==> config.mk <==
export PLATFORM = sky130hd
export DESIGN_NAME = rf_pipe
export DESIGN_NICKNAME = d
export VERILOG_FILES = /design/src/rtl/rf_pipe.sv
export SDC_FILE = /design/constraint.sdc
export NUM_CORES = 1
export LEC_CHECK = 0
export ABC_AREA = 1
export CAP_MARGIN = 20
export CORE_MARGIN = 1
export CORE_UTILIZATION = 35
export CTS_BUF_LIST = sky130_fd_sc_hd__clkbuf_2 sky130_fd_sc_hd__clkbuf_4 sky130_fd_sc_hd__clkbuf_8
export DETAILED_ROUTE_END_ITERATION = 10
export GPL_TIMING_DRIVEN = 0
export HOLD_SLACK_MARGIN = 0.06
export RECOVER_POWER = 100
export SYNTH_ARGS = -nofsm -noshare
export SYNTH_HDL_FRONTEND = slang
export SYNTH_SLANG_ARGS = --single-unit
==> constraint.sdc <==
create_clock -name clk -period 3.07 [get_ports clk]
set_clock_uncertainty 0.2 [all_clocks]
set_input_delay 0.4605 -clock clk [delete_from_list [all_inputs] [get_ports clk]]
set_output_delay 0.4605 -clock clk [all_outputs]
set_load 0.02 [all_outputs]
==> src/rtl/rf_pipe.sv <==
// rtl/rf_pipe.sv - pipelined register file with flags register, two registered read ports and optional write-to-read forwarding (RF_BYPASS_EN)
module rf_pipe #(
  parameter int WIDTH = 8,
  parameter int DEPTH = 4,
  parameter int AW    = 3
) (
  input  logic             clk,
  input  logic             rst,
  input  logic             we,
  input  logic [AW-1:0]    wa,
  input  logic [WIDTH-1:0] wd,
  input  logic             re_a,
  input  logic [AW-1:0]    ra_a,
  input  logic             re_b,
  input  logic [AW-1:0]    ra_b,
  input  logic             fwe,
  input  logic [WIDTH-1:0] fd,
  output logic [WIDTH-1:0] qa,
  output logic [WIDTH-1:0] qb,
  output logic             qa_vld,
  output logic             qb_vld,
  output logic [WIDTH-1:0] fo,
  output logic             err
);

  // Address DEPTH selects the flags register; anything above it is out of range.
  localparam logic [AW-1:0] FL_ADDR = AW'(DEPTH);

  logic [WIDTH-1:0] regs [DEPTH];
  logic [WIDTH-1:0] fl;
  logic             wr_ok;
  logic [WIDTH-1:0] rd_a;
  logic [WIDTH-1:0] rd_b;
  logic             oob;

  // A write is accepted only for general registers or the flags register.
  assign wr_ok = we && (wa <= FL_ADDR);

  // Read mux: storage contents, with same-edge forwarding when bypass is built in.
  function automatic logic [WIDTH-1:0] rd_mux(input logic [AW-1:0] addr);
    logic [WIDTH-1:0] v;
    v = '0;
    for (int i = 0; i < DEPTH; i++) begin
      if (addr == AW'(i)) v = regs[i];
    end
    if (addr == FL_ADDR) v = fl;
`ifdef RF_BYPASS_EN
    // wr_ok implies wa is in range, so out-of-range reads never forward.
    if (wr_ok && (wa == addr)) v = wd;
    else if ((addr == FL_ADDR) && fwe) v = fd;
`endif
    return v;
  endfunction

  // Combinational read data for both ports.
  always_comb begin
    rd_a = rd_mux(ra_a);
    rd_b = rd_mux(ra_b);
  end

  // Any enabled access above the flags address is an out-of-range event.
  assign oob = (we && (wa > FL_ADDR)) ||
               (re_a && (ra_a > FL_ADDR)) ||
               (re_b && (ra_b > FL_ADDR));

  // General register writes.
  always_ff @(posedge clk or negedge rst) begin
    if (!rst) begin
      for (int i = 0; i < DEPTH; i++) regs[i] <= '0;
    end else begin
      for (int i = 0; i < DEPTH; i++) begin
        if (we && (wa == AW'(i))) regs[i] <= wd;
      end
    end
  end

  // Flags register: an explicit write beats the ALU update.
  always_ff @(posedge clk or negedge rst) begin
    if (!rst) begin
      fl <= '0;
    end else if (we && (wa == FL_ADDR)) begin
      fl <= wd;
    end else if (fwe) begin
      fl <= fd;
    end
  end

  // Port A registered read; data holds when not enabled, valid strobes per read.
  always_ff @(posedge clk or negedge rst) begin
    if (!rst) begin
      qa     <= '0;
      qa_vld <= 1'b0;
    end else begin
      if (re_a) qa <= rd_a;
      qa_vld <= re_a;
    end
  end

  // Port B registered read, independent of port A.
  always_ff @(posedge clk or negedge rst) begin
    if (!rst) begin
      qb     <= '0;
      qb_vld <= 1'b0;
    end else begin
      if (re_b) qb <= rd_b;
      qb_vld <= re_b;
    end
  end

  // Sticky out-of-range flag, cleared only by reset.
  always_ff @(posedge clk or negedge rst) begin
    if (!rst) begin
      err <= 1'b0;
    end else if (oob) begin
      err <= 1'b1;
    end
  end

  assign fo = fl;

endmodule
**After elaboration in Yosys (flattened, before gate mapping)**

Cells that the tools add are included.

- Register bits: 59
- Input bits: 31
- Output and inout bits: 27
- Logic and storage cells: 51

- Magnitude comparators: 3
- Equality and inequality tests: 12
- Muxes and demuxes: 12
- Reductions and logical operators: 14

Operators with widths:

| operator | count |
|---|---|
| $mux 8 | 12 |
| $eq 3x2->1 const B | 6 |
| $eq 3x1->1 const B | 3 |
| $eq 3x3->1 const B | 3 |
| $gt 3x3->1 const B | 3 |
| $logic_not 3->1 | 3 |
| $logic_and 1x1->1 | 8 |
| $logic_or 1x1->1 | 2 |
| $reduce_bool 2->1 | 1 |

**Longest topological paths before layout**

Gate-level depths: netlist (run 1).

- Word-level depth: 6
- Mapped depth: 9
- Gate-level depth less buffers: 7

**Worst setup path before layout (run 1)**

OpenSTA, ideal clock, no wires.

- Kind: input-to-reg
- From: in ra_a[1]
- To: reg qa[0]
- Setup time: 116 ps
- Arrival time: 1191 ps
- Required time: 2754 ps
- Slack: 1563 ps
- Stages: 8
- Buffers on the path: 2
- Cell sequence: buf_2 > nor2_2 > nand2_2 > buf_6 > o21ai_1 > inv_1 > nand2_1 > nand2_1

- Longest elaborated chain between the ends: 6
- Elaborated cells between the ends (all ways): 10
- Those cells by class: eq/ne: 4; mux: 5; reduce/logical: 1

RTL lines:

| item | RTL line | text |
|---|---|---|
| from (decl) | 13 | `input logic [AW-1:0] ra_a,` |
| $logic_not 3->1 | 44 | `if (addr == AW'(i)) v = regs[i];` |
| $mux 8 (4 in a row) | 44 |  |
| $mux 8 * | 46 | `if (addr == FL_ADDR) v = fl;` |
| to (signal assigned) | 94 | `if (re_a) qa <= rd_a;` |
| to (decl) | 18 | `output logic [WIDTH-1:0] qa,` |

Mark *: on every way between the ends. The rest lies on a longest branch, timed or not.
A chain may end at the register's enable or synchronous reset.

**Worst setup path after layout (run 1)**

- From: in ra_b[0]
- To: reg qb[0]

- Longest elaborated chain between the ends: 6
- Elaborated cells between the ends (all ways): 10
- Those cells by class: eq/ne: 4; mux: 5; reduce/logical: 1

RTL lines:

| item | RTL line | text |
|---|---|---|
| from (decl) | 15 | `input logic [AW-1:0] ra_b,` |
| $logic_not 3->1 | 44 |  |
| $mux 8 (4 in a row) | 44 |  |
| $mux 8 * | 46 |  |
| to (signal assigned) | 105 | `if (re_b) qb <= rd_b;` |
| to (decl) | 19 | `output logic [WIDTH-1:0] qb,` |

Marks and branches as above.

==> results_dict.tcl, run 1 <==
set metrics [dict create \
    grt_pass1_vias 2850 \
    endpoint "qb[0]" \
    dp_cells 589 \
    synth_area_leaders "dfrtp_1 (47%), nand2_1 (18%), o21ai_1 (10%), inv_1 (7.0%), nand4_1 (3.2%)" \
    placed_area_um2 3860 \
    yosys_warnings 0 \
    r2r_start "regs[25]" \
    num_antenna_cells 0 \
    maxSlewViolCount 0 \
    final_core_util 0.461 \
    finalHoldViolations 0 \
    die_h_um 96.9 \
    finalSetupViolCount 0 \
    synth_edf_count 0 \
    cp-start-kind "input port" \
    synth_most_common_cell "nand2_1" \
    netlist.area_leader.share 0.468 \
    place.gp.congestion 0.878 \
    yosysTopAreaCell "dfrtp_1" \
    post_drt_wl_per_cell_um 15.0 \
    routed-via-count 3003 \
    synthesis.area_um2 3150 \
    initial_utilization 0.361 \
    drcViolationCount 0 \
    cts_resized 0 \
    synth.avg_cell_area_um2 7.43 \
    fin_area_um2 4020 \
    timing.rr.end "qa[1]" \
    power.total_uw 2100 \
    ios 58 \
    area_growth_pct 27.5 \
    synth_seq_cells 59 \
    design.core.area_um2 8720 \
    ys.flop_type "dfrtp_1" \
    peakVddDrop_uv 265 \
    first_pass_iters 4 \
    antenna_found_initial 0 \
    ys_seq_area_frac 0.468 \
    reg2reg_depth 6 \
    slew_headroom 0.293 \
    nets 524 \
    power_density_nw_per_um2 521 \
    fin_setup_tns_ps 0 \
    power.leakage_uw 0.00200 \
    rsz0062_at_grt "no" \
    die-area_um2 9390 \
    grt_max_degree 43 \
    drive_above_1_share 0.0703 \
    gr-usage-all-layers 0.203 \
    regToRegSetupSlack_ps 1820 \
    synthTopCellsByCount "nand2_1 (147), o21ai_1 (64), dfrtp_1 (59), inv_1 (59), nand3_1 (17)" \
    clock_sinks 59 \
    async_reset_ff_frac 1.00 \
    drtAntennaViolNets 0 \
    clock-root-buffer "clkbuf_8" \
    clock_latency_ps 340 \
    dpl.hpwl_um 6890 \
    cp_data_required_time_ps 3140 \
    fillCellCount 885 \
    hold_path.class "reg2reg" \
    cts-htree-levels 3 \
    rows 34 \
    cts.clk_slew.worst_paths_ps 60 \
    drv_cap 0 \
    worst_pin_slew_ps 1060 \
    post_cts_buffers 0 \
    numCtsBuffers 9 \
    postSynthCellCount 424 \
    final_cells 606 \
    routed_via_density 4.96 \
    syn-num-nets 455 \
    synthDistinctLibCells 23 \
    cp_max_fo 10 \
    critical_path_class "in2reg" \
    cp.arrival_ps 2320 \
    io_buffers 56 \
    period_share 0.735 \
    timing.fmax_ghz 0.443 \
    status "completed" \
    clk_path_buf_depth 2 \
    first_iter_violations 155 \
    wirelength_um 9080 \
    worstSetupEndpointType "flip-flop" \
    grt_pass1_wl_um 14800 \
    cts_tree "yes" \
    overflow 0 \
    period_minus_slack_ps 2260 \
    die_width_um 96.9 \
    startpoint "ra_b[0]" \
]
==> how the worst min path moves through the flow <==
stage               endpoint  cells after the start   from
detailed placement    qa_vld                      1    rst
CTS                    qb[0]                      2  qb[0]
finish                 qb[0]                      2  qb[0]
global placement       qb[0]                      2  qb[0]
global route             err                      2    err
floorplan                err                      0    rst
==> final cells by class <==
cell class	instances	area, um^2	share of cell area
Buffer	15	75.1	0.0187
Multi-Input combinational cell	286	1330	0.331
Timing Repair Buffer	58	584	0.145
Clock inverter	7	53.8	0.0134
Tap cell	108	135	0.0336
Sequential cell	59	1480	0.367
Clock buffer	9	124	0.0308
Inverter	64	240	0.0598
==> state kept, by name (all words and copies together) (netlist names) <==
register	flops
err	1
qb	8
qa	8
regs	32
qb_vld	1
qa_vld	1
fo	8
==> metrics by stage <==
stage | hold slack, ps | worst slack, ps
final | 269 | 813
after global routing | 303 | 694
after CTS | 283 | 969
after detailed placement | 226 | 627
after global placement | 262 | -440
after floorplan | -35.1 | 1560
==> critical path, stage by stage <==
cell           delay [ps]
dlygate4sd3_1         610
clkbuf_1              280
nor2_1                440
o21ai_0               160
nand2_1               130
nand2_1                70
nand2_1                60
nand2_1                60
nand2_1                50
==> where the power goes <==
part	switching, uW	total [uW]	leakage, uW	internal (uW)
Sequential	98.5	995	0.000739	897
Combinational	279	464	0.00118	185
Clock	340	636	0.0000818	296
Total	718	2100	0.00200	1380
==> logic make-up (layout without fill, tap and decap cells) <==
group | Yosys count | count (layout) | share of synthesized area
buffers and inverters | 79 | 153 | 0.102
flip-flops | 59 | 59 | 0.468
AO/OA/AOI/OAI | 90 | 90 | 0.150
AND/OR/NAND/NOR | 196 | 196 | 0.279
==> timing repair <==
item                       4_1_cts  5_1_grt
setup endpoints to repair        0        0
hold endpoints to repair        17        0
hold buffers                     1        0
==> cells in the final DEF, fill, tap and decap left out, types with 3 or more instances in the layout <==
cell type,n
buf_2,3
clkbuf_1,10
clkbuf_8,9
clkdlybuf4s50_1,22
clkinvlp_4,3
dfrtp_1,59
dlygate4sd3_1,34
inv_1,59
inv_2,5
nand2_1,147
nand3_1,18
nand4_1,16
nor2_1,5
o211ai_1,8
o21ai_0,42
o21ai_1,38
==> metal layers <==
layer | global-route usage | vias to the layer above | wire, um
li1 | - | 1502 | -
met1 | 0.284 | 1409 | 4310
met2 | 0.324 | 79 | 4220
met3 | 0.0390 | 13 | 402
met4 | 0.0494 | 0 | 144
met5 | 0 | - | 0
Power figures use the tool's default switching activity.
==> run 2: changes to the inputs <==
==> constraint.sdc (replaced) <==
create_clock -name clk -period 2.3 [get_ports clk]
set_clock_uncertainty 0.2 [all_clocks]
set_input_delay 0.345 -clock clk [delete_from_list [all_inputs] [get_ports clk]]
set_output_delay 0.345 -clock clk [all_outputs]
set_load 0.02 [all_outputs]
==> run 2 against run 1 <==
Wire length is essentially flat. Total power grew 34%. Largest cell class unchanged. Critical path depth is the same. Final area is the same. Sequential cell count is the same. Largest power group unchanged.
==> results_dict.tcl, run 2 (same netlist as run 1, synthesis figures left out) <==
set metrics [dict create \
    status "completed" \
    post_cts_buffers 0 \
    placed_area_um2 3860 \
    hold_path.class "reg2reg" \
    drcViolationCount 0 \
    timing.fmax_ghz 0.493 \
    regToRegSetupSlack_ps 1050 \
    dp_cells 589 \
    die-area_um2 9390 \
    critical_path_class "in2reg" \
    largest_register_ffs 32 \
    grt_util_met3 0.0390 \
    use_met1 0.284 \
    cp-start-kind "input port" \
    hold_start "qb[0]" \
    timing.rr.end "qa[1]" \
    design.core.area_um2 8720 \
    finalSetupViolCount 0 \
    die_h_um 96.9 \
    antenna_found_initial 0 \
    registers.top_by_ff_count "regs" \
    peakVddDrop_uv 354 \
    period_share 0.883 \
    p_seq_frac 0.475 \
    routed-via-count 3003 \
    netSwitchingPower_uw 959 \
    ios 58 \
    reg2reg_depth 6 \
    numCtsBuffers 9 \
    area_growth_pct 27.5 \
    r2r_start "regs[25]" \
    cts-htree-levels 3 \
    gr-usage-all-layers 0.203 \
    slew_headroom 0.293 \
    grt_max_degree 43 \
    worst_slack_ps 270 \
    whs_path_depth 2 \
    place.gp.congestion 0.878 \
    netSwitchingFraction 0.343 \
    post-place-ws_ps -27.8 \
    rows 34 \
    dpl.hpwl_um 6890 \
    finalHoldViolations 0 \
    clock_sinks 59 \
    combPwrFrac 0.222 \
    startpoint "ra_b[0]" \
    clock_latency_ps 340 \
    cp.arrival_ps 2100 \
    post_drt_wl_per_cell_um 15.0 \
    die_width_um 96.9 \
    final_common_cell "nand2_1" \
    drv_cap 0 \
    cp_max_fo 10 \
    layout_common_cells "nand2_1 (147), inv_1 (59), dfrtp_1 (59)" \
    drive_above_1_share 0.0703 \
    overflow 0 \
    first_iter_violations 155 \
    period_minus_slack_ps 2030 \
    p_int_uw 1840 \
    p_clk_frac 0.304 \
    cts_tree "yes" \
    fin_area_um2 4020 \
    cts-hold-fix-buffers 1 \
    routed_via_density 4.96 \
    cts.clk_slew.worst_paths_ps 60 \
    clock-root-buffer "clkbuf_8" \
    cp_data_required_time_ps 2370 \
    rsz0062_at_grt "no" \
    grt_pass1_wl_um 14800 \
    clk_path_buf_depth 2 \
    cts_resized 0 \
    use_met2 0.324 \
    whs_endpoint "qb[0]" \
    fillCellCount 885 \
    worstSetupEndpointType "flip-flop" \
    initial_utilization 0.361 \
    top_usage_layer "met2" \
    power.leakage_uw 0.00200 \
    wirelength_um 9080 \
    power_density_nw_per_um2 697 \
    first_pass_iters 4 \
    worst_pin_slew_ps 1060 \
    maxSlewViolCount 0 \
    io_buffers 56 \
    grt_pass1_vias 2850 \
    nets 524 \
    num_antenna_cells 0 \
    drtAntennaViolNets 0 \
    final_cells 606 \
]
run 2: cell count changes in the layout (fill, tap and decap cells not counted), sizes merged:
cell           change
clkdlybuf4s50      +3
dlygate4sd3        -3
run 2: power by group through the flow:
stage | logic [uW] | registers [uW] | clock network (uW)
2_1_floorplan | 307 | 1370 | 0
3_3_place_gp | 647 | 1340 | 0
3_5_place_dp | 659 | 1350 | 0
4_1_cts | 662 | 1330 | 857
5_1_grt | 699 | 1350 | 918
6_report | 620 | 1330 | 851
run 2: critical path, cell delays in order:
cell             delay [ps]
clkdlybuf4s50_1         490
clkbuf_1                290
nor2_1                  440
o21ai_0                 160
nand2_1                 130
nand2_1                  70
nand2_1                  60
nand2_1                  60
nand2_1                  50
run 2: cell type report:
type	instances	area [um^2]	area share
buffer	15	75.1	0.0187
clock buffer	9	124	0.0308
clock inverter	7	53.8	0.0134
inverter	64	240	0.0598
multi-input combinational	286	1330	0.331
sequential	59	1480	0.367
tap	108	135	0.0336
timing repair buffer	58	584	0.145
run 2: worst max-delay path by stage:
stage	endpoint	cells after the start
final	qb[0]	9
after detailed placement	fo[3]	6
after CTS	fo[3]	6
after floorplan	qa[0]	8
after global routing	qb[0]	9
after global placement	regs[24]	1
run 2: per-stage QoR:
step / hold slack [ps] / total power [uW] / util / setup TNS, ps
floorplan: -151 / 1670 / - / 0
global placement: 262 / 1990 / 0.441 / -64250
detailed placement: 110 / 2010 / 0.443 / -102
CTS: 260 / 2850 / 0.464 / 0
global route: 301 / 2970 / 0.461 / 0
finish: 269 / 2800 / 0.461 / 0
run 2: layer usage:
layer  up-vias  wire [um]
li1       1502          -
met1      1409       4310
met2        78       4230
met3        14        396
met4         0        141
met5         -          0
==> run 3: changes to the inputs <==
--- a/config.mk
+++ b/config.mk
@@ -13,7 +13,7 @@
 export DETAILED_ROUTE_END_ITERATION = 10
 export GPL_TIMING_DRIVEN = 0
 export HOLD_SLACK_MARGIN = 0.06
-export RECOVER_POWER = 100
+export RECOVER_POWER = 25
 export SYNTH_ARGS = -nofsm -noshare
 export SYNTH_HDL_FRONTEND = slang
 export SYNTH_SLANG_ARGS = --single-unit
==> run 3 against run 2 <==
Hold slack improved by 5.1 ps. Critical path depth decreased by 8. Clock power about the same. Fmax increased by 3.1%. Count of clock-buffer cells in the layout unchanged. Global-route usage unchanged. Wire length increased by 0.59%. Combinational power increased by 5.8%. Core utilization increased by 0.34 points.
==> results_dict.tcl, run 3 (same netlist as run 1, synthesis figures left out) <==
set metrics [dict create \
    antenna_found_initial 0 \
    design.core.area_um2 8720 \
    drv_cap 0 \
    fin_setup_tns_ps 0 \
    clock_latency_ps 340 \
    cts-hold-fix-buffers 1 \
    worst_pin_slew_ps 1060 \
    die_width_um 96.9 \
    cts_resized 0 \
    fin_area_um2 4050 \
    hold_path.class "reg2reg" \
    whs_path_depth 2 \
    cp_max_fo 4 \
    cp-start-kind "flip-flop" \
    routed_via_density 4.98 \
    worstSetupEndpointType "primary output" \
    worst_hold_slack_ps 274 \
    wirelength_um 9140 \
    path_buf_inv 1 \
    grt_pass1_vias 2850 \
    reg2reg_depth 6 \
    final_common_cell "nand2_1" \
    slowest_delay_ps 640 \
    crit_family "buffers and inverters" \
    numCtsBuffers 9 \
    gr-usage-all-layers 0.203 \
    first_iter_violations 167 \
    cts.clk_slew.worst_paths_ps 80 \
    largest_register_ffs 32 \
    post_drt_wl_per_cell_um 15.1 \
    period_minus_slack_ps 1970 \
    num_antenna_cells 0 \
    layout_common_cells "nand2_1 (147), o21ai_1 (64), inv_1 (59), dfrtp_1 (59), clkdlybuf4s50_1 (53)" \
    timing.fmax_ghz 0.508 \
    placed_area_um2 3860 \
    drcViolationCount 0 \
    peakVddDrop_uv 352 \
    rows 34 \
    clk_path_buf_depth 2 \
    cts_tree "yes" \
    nets 524 \
    rsz0062_at_grt "no" \
    routed-via-count 3015 \
    worstPathCellList "clkdlybuf4s50_1" \
    period_share 0.856 \
    maxSlewViolCount 0 \
    status "completed" \
    power_density_nw_per_um2 701 \
    power.total_uw 2840 \
    io_buffers 56 \
    post_cts_buffers 0 \
    fillCellCount 881 \
    cp_data_required_time_ps 1750 \
    critical_path_class "reg2out" \
    cp.arrival_ps 1420 \
    die_h_um 96.9 \
    place.gp.congestion 0.878 \
    first_pass_iters 6 \
    die-area_um2 9390 \
    ios 58 \
    initial_utilization 0.361 \
    registers.top_by_ff_count "regs" \
    slew_headroom 0.294 \
    area_growth_pct 28.5 \
    clock_sinks 59 \
    cp_slowest_cell "clkdlybuf4s50_1" \
    clock-root-buffer "clkbuf_8" \
    finalHoldViolations 0 \
    grt_max_degree 43 \
    finalSetupViolCount 0 \
    overflow 0 \
    cts-htree-levels 3 \
    drive_above_1_share 0.0904 \
    crit_cells 1 \
    grt_pass1_wl_um 14800 \
    power.leakage_uw 0.00199 \
    dpl.hpwl_um 6890 \
    drtAntennaViolNets 0 \
    dp_cells 589 \
    final_cells 606 \
]
## run 3: stage by stage
| stage | worst slack [ps] | util |
|---|---|---|
| 2_1_floorplan | 908 | - |
| 3_3_place_gp | -1090 | 0.441 |
| 3_5_place_dp | -27.8 | 0.443 |
| 4_1_cts | 315 | 0.464 |
| 5_1_grt | 237 | 0.464 |
| 6_report | 331 | 0.464 |
## run 3: tightest hold or removal path: stages, from the launching register on
cell	delay, ps
dfrtp_1	340
nand2_1	50
nand2_1	50
## run 3: final cells by class
type / count / area, um^2 / area share
buffer: 15 / 80.1 / 0.0198
clock buffer: 9 / 124 / 0.0306
clock inverter: 7 / 53.8 / 0.0133
inverter: 64 / 240 / 0.0593
multi-input combinational: 286 / 1360 / 0.335
sequential: 59 / 1480 / 0.365
tap: 108 / 135 / 0.0334
timing repair buffer: 58 / 584 / 0.144
## run 3: layer usage
metal  vias up  global-route usage  part of all wire
li1       1505                   -                 -
met1      1415               0.284              0.48
met2        81               0.324              0.46
met3        14              0.0390             0.044
met4         0              0.0494             0.016
met5         -                   0                 0
## run 3: path summary, 6_finish.rpt
| path | start | end | slack, ps |
|---|---|---|---|
| max | fo[1] | fo[1] | 330 |
| min | qb[0] | qb[0] | 270 |
| max reg2reg | regs[25] | qa[1] | 1050 |
| min reg2reg | qb[0] | qb[0] | 270 |
| max in group asynchronous | rst | regs[2] | 610 |
| min in group asynchronous | rst | qb[1] | 530 |
## run 3: power by group
| group | total [uW] | internal [uW] | switching (uW) |
|---|---|---|---|
| Sequential | 1330 | 1200 | 136 |
| Combinational | 656 | 277 | 379 |
| Clock | 851 | 395 | 456 |
| Total | 2840 | 1870 | 971 |
